<file path="src/rtl/mult_share_arbiter.sv">
// mult_share_arbiter
//
// Shares one external combinational WIDTH x WIDTH multiplier among NUM_REQ
// requesters. Requesters are granted round-robin through a valid/ready
// handshake. The granted operands are registered onto the multiplier inputs.
// After MULT_LAT cycles the product is captured and returned, with the
// requester index, through a valid/ready response port.
//
// Ports:
//   clk, rst             clock and synchronous active-high reset
//   req_valid/req_ready  per-requester handshake (at most one ready bit high)
//   req_a, req_b         packed operands; requester i uses [i*WIDTH +: WIDTH]
//   mult_a, mult_b       registered operands driven to the shared multiplier
//   mult_y               product returned by the shared multiplier
//   rsp_valid/rsp_ready  response handshake
//   rsp_id, rsp_y        owning requester index and captured product
//   busy                 high while an operation is in flight (COMPUTE/RESP)
//   op_count             completed responses, wraps at 16 bits

module mult_share_arbiter #(
  parameter int WIDTH    = 8,
  parameter int NUM_REQ  = 4,
  parameter int ID_W     = 2,
  parameter int MULT_LAT = 1
) (
  input  logic                     clk,
  input  logic                     rst,
  input  logic [NUM_REQ-1:0]       req_valid,
  output logic [NUM_REQ-1:0]       req_ready,
  input  logic [NUM_REQ*WIDTH-1:0] req_a,
  input  logic [NUM_REQ*WIDTH-1:0] req_b,
  output logic [WIDTH-1:0]         mult_a,
  output logic [WIDTH-1:0]         mult_b,
  input  logic [2*WIDTH-1:0]       mult_y,
  output logic                     rsp_valid,
  input  logic                     rsp_ready,
  output logic [ID_W-1:0]          rsp_id,
  output logic [2*WIDTH-1:0]       rsp_y,
  output logic                     busy,
  output logic [15:0]              op_count
);

  // The counter only has to hold MULT_LAT-1; keep at least one bit.
  localparam int CNT_W = (MULT_LAT > 1) ? $clog2(MULT_LAT) : 1;

  typedef enum logic [1:0] {
    IDLE    = 2'd0,
    COMPUTE = 2'd1,
    RESP    = 2'd2
  } state_t;

  state_t               state_q, state_d;
  logic [ID_W-1:0]      rr_ptr_q, rr_ptr_d;
  logic [CNT_W-1:0]     cnt_q, cnt_d;
  logic [WIDTH-1:0]     mult_a_q, mult_a_d;
  logic [WIDTH-1:0]     mult_b_q, mult_b_d;
  logic [ID_W-1:0]      rsp_id_q, rsp_id_d;
  logic [2*WIDTH-1:0]   rsp_y_q, rsp_y_d;
  logic                 rsp_valid_q, rsp_valid_d;
  logic [15:0]          op_count_q, op_count_d;

  logic                 gnt_found;
  logic [ID_W-1:0]      gnt_idx;
  logic [ID_W-1:0]      gnt_next;
  logic [ID_W:0]        cand;

  // Round-robin search starting at rr_ptr. The candidate index is computed
  // one bit wider so the wrap also works when NUM_REQ is not a power of two.
  always_comb begin
    gnt_found = 1'b0;
    gnt_idx   = '0;
    cand      = '0;
    for (int k = 0; k < NUM_REQ; k++) begin
      cand = {1'b0, rr_ptr_q} + (ID_W+1)'(k);
      if (cand >= (ID_W+1)'(NUM_REQ)) begin
        cand = cand - (ID_W+1)'(NUM_REQ);
      end
      if (!gnt_found && req_valid[cand[ID_W-1:0]]) begin
        gnt_found = 1'b1;
        gnt_idx   = cand[ID_W-1:0];
      end
    end
    if (gnt_idx == ID_W'(NUM_REQ - 1)) begin
      gnt_next = '0;
    end else begin
      gnt_next = gnt_idx + ID_W'(1);
    end
  end

  // Next-state and datapath logic. req_ready is asserted only in IDLE and
  // depends only on state, rr_ptr and req_valid, so the chosen requester is
  // always accepted in the same cycle.
  always_comb begin
    state_d     = state_q;
    rr_ptr_d    = rr_ptr_q;
    cnt_d       = cnt_q;
    mult_a_d    = mult_a_q;
    mult_b_d    = mult_b_q;
    rsp_id_d    = rsp_id_q;
    rsp_y_d     = rsp_y_q;
    rsp_valid_d = rsp_valid_q;
    op_count_d  = op_count_q;
    req_ready   = '0;

    case (state_q)
      IDLE: begin
        if (gnt_found) begin
          req_ready[gnt_idx] = 1'b1;
          mult_a_d           = req_a[gnt_idx*WIDTH +: WIDTH];
          mult_b_d           = req_b[gnt_idx*WIDTH +: WIDTH];
          rsp_id_d           = gnt_idx;
          rr_ptr_d           = gnt_next;
          cnt_d              = CNT_W'(MULT_LAT - 1);
          state_d            = COMPUTE;
        end
      end
      COMPUTE: begin
        if (cnt_q != '0) begin
          cnt_d = cnt_q - CNT_W'(1);
        end else begin
          rsp_y_d     = mult_y;
          rsp_valid_d = 1'b1;
          state_d     = RESP;
        end
      end
      RESP: begin
        if (rsp_ready) begin
          rsp_valid_d = 1'b0;
          op_count_d  = op_count_q + 16'd1;
          state_d     = IDLE;
        end
      end
      default: begin
        state_d = IDLE;
      end
    endcase
  end

  always_ff @(posedge clk) begin
    if (rst) begin
      state_q     <= IDLE;
      rr_ptr_q    <= '0;
      cnt_q       <= '0;
      mult_a_q    <= '0;
      mult_b_q    <= '0;
      rsp_id_q    <= '0;
      rsp_y_q     <= '0;
      rsp_valid_q <= 1'b0;
      op_count_q  <= '0;
    end else begin
      state_q     <= state_d;
      rr_ptr_q    <= rr_ptr_d;
      cnt_q       <= cnt_d;
      mult_a_q    <= mult_a_d;
      mult_b_q    <= mult_b_d;
      rsp_id_q    <= rsp_id_d;
      rsp_y_q     <= rsp_y_d;
      rsp_valid_q <= rsp_valid_d;
      op_count_q  <= op_count_d;
    end
  end

  assign mult_a    = mult_a_q;
  assign mult_b    = mult_b_q;
  assign rsp_id    = rsp_id_q;
  assign rsp_y     = rsp_y_q;
  assign rsp_valid = rsp_valid_q;
  assign op_count  = op_count_q;
  assign busy      = (state_q == COMPUTE) || (state_q == RESP);

endmodule

</file>
<file path="config.mk">
export PLATFORM = sky130hd
export DESIGN_NAME = mult_share_arbiter
export DESIGN_NICKNAME = d
export VERILOG_FILES = /design/src/rtl/mult_share_arbiter.sv
export SDC_FILE = /design/constraint.sdc
export NUM_CORES = 1
export LEC_CHECK = 0
export CORE_MARGIN = 8
export CORE_UTILIZATION = 43
export DETAILED_ROUTE_END_ITERATION = 6
export MAX_ROUTING_LAYER = met4
export PLACE_DENSITY_LB_ADDON = 0.1
export SLEW_MARGIN = 20
export SYNTH_ARGS = -nofsm -noshare
export SYNTH_HDL_FRONTEND = slang
export SYNTH_SLANG_ARGS = --single-unit
</file>
<file path="constraint.sdc">
create_clock -name clk -period 4.11 [get_ports clk]
set_clock_uncertainty 0.1 [all_clocks]
set_input_delay 1.0275 -clock clk [delete_from_list [all_inputs] [get_ports clk]]
set_output_delay 1.0275 -clock clk [all_outputs]
set_load 0.05 [all_outputs]
</file>
==> results.md, run 1 <==
* Largest cells by area after synthesis: dfxtp_1 40%, mux2i_1 18%, o221ai_2 6.1%
* Commonest non-fill, non-tap cell in the layout: clkdlybuf4s50_1
* Distinct cells, synth at 36
* PortBufs at 142
* Gpl congestion at 0.809
* Total CTS buffers at 5
* Initial Util at 43.6%
* Final hold violation count at 0
* Cell-internal power at 1.14 mW
* Clock Tree Buf Depth at 2
* Hold WS at 0.361 ns
* Unrepaired setup endpoints after global routing: no
* Vias in the first global route at 2674
* Post-Syn Instances at 280
* Critical-path cell list: clkdlybuf4s50_1 -> mux2i_1 -> nor2_1 -> a311oi_4 -> inv_1 -> ha_1 -> and2_1 -> buf_12
* ANT cells at 0
* Layout cells sized above 1 at 8.08%
* Max_cap viols at 0
* WL per Instance at 16.7 microns
* Leakage dissipation at 1.61 nW
* Switching Power at 0.634 mW
* Std-Cell Rows at 29
* #FFs+latches synth at 55
* CP peak stage delay at 0.53 ns
* Global Route Usage Sum at 18.6%
* Status: finished, final reports clean
* Worst Path Max Fanout at 5
* Worst slew pin tran at 1.04 ns
* Drt total wl at 8.32 mm
* Sequential share of the synthesized area at 40.5%
* CTS tree: yes
* Post-CTS Hold Fix Bufs at 0
* Antenna Nets Post-Route at 0
* Worst skew pair latency at 0.31 ns
* First DRT Iteration DRCs at 141
* Final setup violation count at 0
* Syn Nets at 373
* Worst endpoint required time at 2.98 ns
* Final Cycle Share at 95.3%
* Crit-path slowest cell: clkdlybuf4s50_1
* Io pins at 143
* Core ar. at 0.00624 sq mm
* Die height at 95.5 microns
* CP endpoint kind: output port
* VDD IR max at 266 uV
* Fill count at 505
* Peak Freq at 255 MHz
* DRC at 0
* Most frequent cells in the layout: 138 x clkdlybuf4s50_1, 55 x dfxtp_1, 49 x mux2i_1, 38 x nor2_1, 29 x nand2_1
* Final min period at 3.92 ns
* Final setup TNS at 0 ns
* Total power at 1.78 mW
* Top cell type's share of synthesized area at 40.5%
* DIE AREA at 0.00913 sq mm
* Die X at 95.5 microns
* Nets at 513
* Initial antenna violation count at 0
* Routed vias at 2561
* Area leader, netlist: dfxtp_1
* Syn_area_per_cell at 9.71 sq um
* Max Slew Vio Count at 0
* H-tree levels at 2
* Register share of total power at 35.3%
* First-pass GRT wire length at 13.1 mm
* Setup crit start: req_valid[0]
* Crit start category: input port
* Vias per cell at 5.14
* Sink Count at 55
* Clock slew at reported path FFs at 0.10 ns
* Largest net degree at the start of global routing at 41
* Total setup buffers inserted after CTS at 0
* Root Buffer: clkbuf_8
* Reg2reg start: rr_ptr_q[1]
* Pwr/cell area at 409 mW/mm^2
* Synthesis Warnings at 0
* Logic pwr share at 40.8%
* Area growth from synthesis to layout at 59.6%
* Hold Crit Class: reg2reg
* Worst Setup Path Type: in2out
* Clk pwr share at 23.9%
* Hold wc startpoint: rsp_id[1]
* Hpwl dp at 6.46 mm
* Post-cts sizing count at 0
* Max transition margin at 30.7%
* Drt pass-1 iters at 4
* Synthesized area at 0.00272 sq mm
* GRT overflow at 0
* Data arrival, critical path at 2.79 ns
* Sw Ratio at 35.7%
==> synthesized netlist by cell type (all sizes together) <==
cell,count
buf,10
a311oi,1
ha,6
inv,6
nand4,4
a21oi,14
dfxtp,55
nor3,4
xor2,7
and4,2
mux2i,49
nand2,30
and3,1
clkbuf,5
nor2b,3
o21ai,5
a211oi,1
nor4,2
o221ai,16
o2bb2a,1
nand3,6
xnor2,4
or3,4
nor2,39
nand2b,3
and2,2
==> worst max-delay path: cells and delay by family <==
kind                       cells  cell delay (ns)
buffers and inverters          3             0.77
AOI/OAI and AO/OA              1             0.38
and+or+nand+nor                2             0.24
adders and majority gates      1             0.19
muxes                          1             0.17
==> layout make-up <==
type	instances	area (sq um)	share of cell area (%)
inverter	6	22.5	0.519
clock inverter	2	60.1	1.38
sequential	55	1100	25.4
multi-input combinational	204	1480	34.1
clock buffer	6	72.6	1.67
timing repair buffer	148	1510	34.7
tap	77	96.3	2.22
==> per-stage QoR <==
stage / util (%) / setup slack, ns / cell area, sq um / cells
finish: 69.5 / 0.195 / 4340 / 498
global route: 69.5 / 0.0429 / 4340 / 498
CTS: 69.5 / 0.182 / 4340 / 498
detailed placement: 67.4 / 0.197 / 4210 / 490
global placement: 67.4 / 0.253 / 4210 / 490
floorplan: - / 0.184 / 2720 / 280
==> path summary, 6_finish.rpt <==
check / end / slack, ns / cells past startpoint
worst max-delay path: req_ready[2] / 0.19 / 8
worst min-delay path: rsp_id[1] / 0.36 / 2
worst max register to register: mult_b[0] / 1.82 / 7
worst min register to register: rsp_id[1] / 0.36 / 2
==> logic make-up after synthesis <==
logic type / Yosys count / share of synthesized area (%)
buffers and inverters: 21 / 5.11
adders and majority gates: 6 / 2.76
muxes: 49 / 18.0
and+or+nand+nor: 100 / 17.2
DFF: 55 / 40.5
xor gates and xnor gates: 11 / 3.54
AOI/OAI and AO/OA: 38 / 12.9
==> per-layer routing <==
metal | track usage (%) | share of wire [%]
met4 | 3.84 | 0.76
met2 | 32.3 | 48
met3 | 5.20 | 9.0
met1 | 20.7 | 42
met5 | - | 0
==> registers in the layout, summed over array words and instances (netlist names) <==
name       flops
op_count      16
mult_a         8
state_q        2
rsp_id         2
mult_b         8
rr_ptr_q       2
rsp_valid      1
rsp_y         16
==> power by group through the flow <==
stage	sequential (mW)	combinational, mW	clock (mW)
after floorplan	0.815	0.288	0
after global placement	0.637	0.721	0
after detailed placement	0.640	0.728	0
after CTS	0.628	0.734	0.431
after global routing	0.635	0.765	0.449
final	0.627	0.724	0.425
Power figures use the tool's default switching activity.
==> run 2: changes to the inputs <==
HOLD_SLACK_MARGIN = 0.02   (was default)
==> results of run 2 <==
The final DEF is identical to that of run 1; final timing and power are the same.
==> run 3: changes to the inputs <==
REMOVE_ABC_BUFFERS = 1   (was default)
==> run 3 against run 2 <==
Net effect: worst hold slack gained 0.0062 ns; sequential power is essentially flat; worst setup slack improved by 0.046 ns; cell count shrank 0.40%; utilization is 0.60 points lower; non-clock buffer count shrank 1; combinational power is 0.8% lower; cell area is 0.86% lower; first-iteration DRC count fell by 55%; largest cell class unchanged.
==> results.md, run 3 (synthesis gave the netlist of run 1 again) <==
* Reg2reg start: state_q[0]
* Worst Setup Path Type: in2out
* Commonest non-fill, non-tap cell in the layout: clkdlybuf4s50_1
* Peak Freq at 258 MHz
* Final Cycle Share at 94.1%
* GRT met1 Usage at 19.7%
* Initial Util at 43.6%
* Final hold violation count at 0
* Total CTS buffers at 5
* Pwr/cell area at 393 mW/mm^2
* First DRT Iteration DRCs at 64
* Worst skew pair latency at 0.30 ns
* CP endpoint kind: output port
* Antenna Nets Post-Route at 0
* ANT cells at 0
* Routed vias at 2463
* Most frequent cells in the layout: 138 x clkdlybuf4s50_1, 55 x dfxtp_1, 49 x mux2i_1, 38 x nor2_1, 29 x nand2_1
* PortBufs at 142
* Clock Tree Buf Depth at 2
* DP Area at 0.00420 sq mm
* Max_cap viols at 0
* Hold WS at 0.367 ns
* VDD IR max at 290 uV
* Core ar. at 0.00624 sq mm
* DRC at 0
* Met2 usage at 26.2%
* DIE AREA at 0.00913 sq mm
* Global Route Usage Sum at 16.8%
* Gpl congestion at 0.779
* Hold wc startpoint: rsp_id[1]
* Root Buffer: clkbuf_8
* Die height at 95.5 microns
* Largest net degree at the start of global routing at 41
* Met3 Track Usage GR at 5.91%
* Total setup buffers inserted after CTS at 0
* Layout cells sized above 1 at 7.64%
* Leakage dissipation at 1.59 nW
* First-pass GRT wire length at 11.8 mm
* GRT overflow at 0
* Max Slew Vio Count at 0
* Sink Count at 55
* Hold Crit Class: reg2reg
* Die X at 95.5 microns
* Fill count at 519
* Storage element area at 0.00110 sq mm
* Initial antenna violation count at 0
* Worst Path Max Fanout at 8
* Post-cts sizing count at 0
* Io pins at 143
* Vias per cell at 4.97
* Drt pass-1 iters at 4
* Final min period at 3.87 ns
* Setup crit start: req_valid[0]
* Worst endpoint required time at 2.98 ns
* Crit start category: input port
* WL per Instance at 15.5 microns
* Finished Layout Cells at 496
* CTS tree: yes
* Fin area at 0.00430 sq mm
* Max transition margin at 31.1%
* Hpwl dp at 6.07 mm
* Status: finished, final reports clean
* Std-Cell Rows at 29
* H-tree levels at 2
* Reg2reg setup slack at 2.01 ns
* Drt total wl at 7.70 mm
* GRT busiest layer: met2
* Final setup violation count at 0
* Post-CTS Hold Fix Bufs at 0
* Vias in the first global route at 2517
* DP Cell Count at 489
* Data arrival, critical path at 2.74 ns
* Worst slew pin tran at 1.03 ns
* Nets at 512
* Clock slew at reported path FFs at 0.10 ns
* Unrepaired setup endpoints after global routing: no
* Area taken by multi-input logic gates at 0.00148 sq mm
* Area growth from synthesis to layout at 58.2%
-- run 3: metal layers --
layer | wire length (microns) | vias up
li1 | - | 1264
met1 | 3260 | 1113
met2 | 3730 | 75
met3 | 607 | 11
met4 | 109 | 0
met5 | 0 | -
-- run 3: per-stage QoR --
stage	TNS, ns	utilization [%]	total power, mW	setup slack, ns
3_3_place_gp	0	67.3	1.36	0.287
3_5_place_dp	0	67.3	1.36	0.236
2_1_floorplan	-0.958	-	1.08	-0.291
5_1_grt	0	68.9	1.77	0.0888
4_1_cts	0	68.9	1.71	0.241
6_report	0	68.9	1.69	0.241
-- run 3: worst max-delay path, cell delays in order --
cell and delay, ns:
clkdlybuf4s50_1 0.61, nor4_2 0.12, nor2b_1 0.46, nand2_1 0.15
nor2_1 0.20, buf_12 0.17
-- run 3: path summary, 6_finish.rpt --
kind / endpoint / cells past startpoint
min reg2reg: rsp_id[1] / 2
max: req_ready[1] / 6
min: rsp_id[1] / 2
max reg2reg: op_count[15] / 7
-- run 3: power by group --
| group | leakage [nW] | total (mW) | switching, mW | internal [mW] |
|---|---|---|---|---|
| clock | 0.0513 | 0.347 | 0.168 | 0.179 |
| combinational | 1.09 | 0.718 | 0.414 | 0.304 |
| sequential | 0.450 | 0.627 | 0.0349 | 0.592 |
| total | 1.59 | 1.69 | 0.617 | 1.07 |
-- run 3: final cells by class --
type / count / share of cell area, %
clock buffers: 6 / 1.69
clock inverters: 1 / 0.698
inverters: 6 / 0.523
multi-input cells: 204 / 34.4
flip-flops and latches: 55 / 25.6
well taps: 77 / 2.24
repair buffers: 147 / 34.8
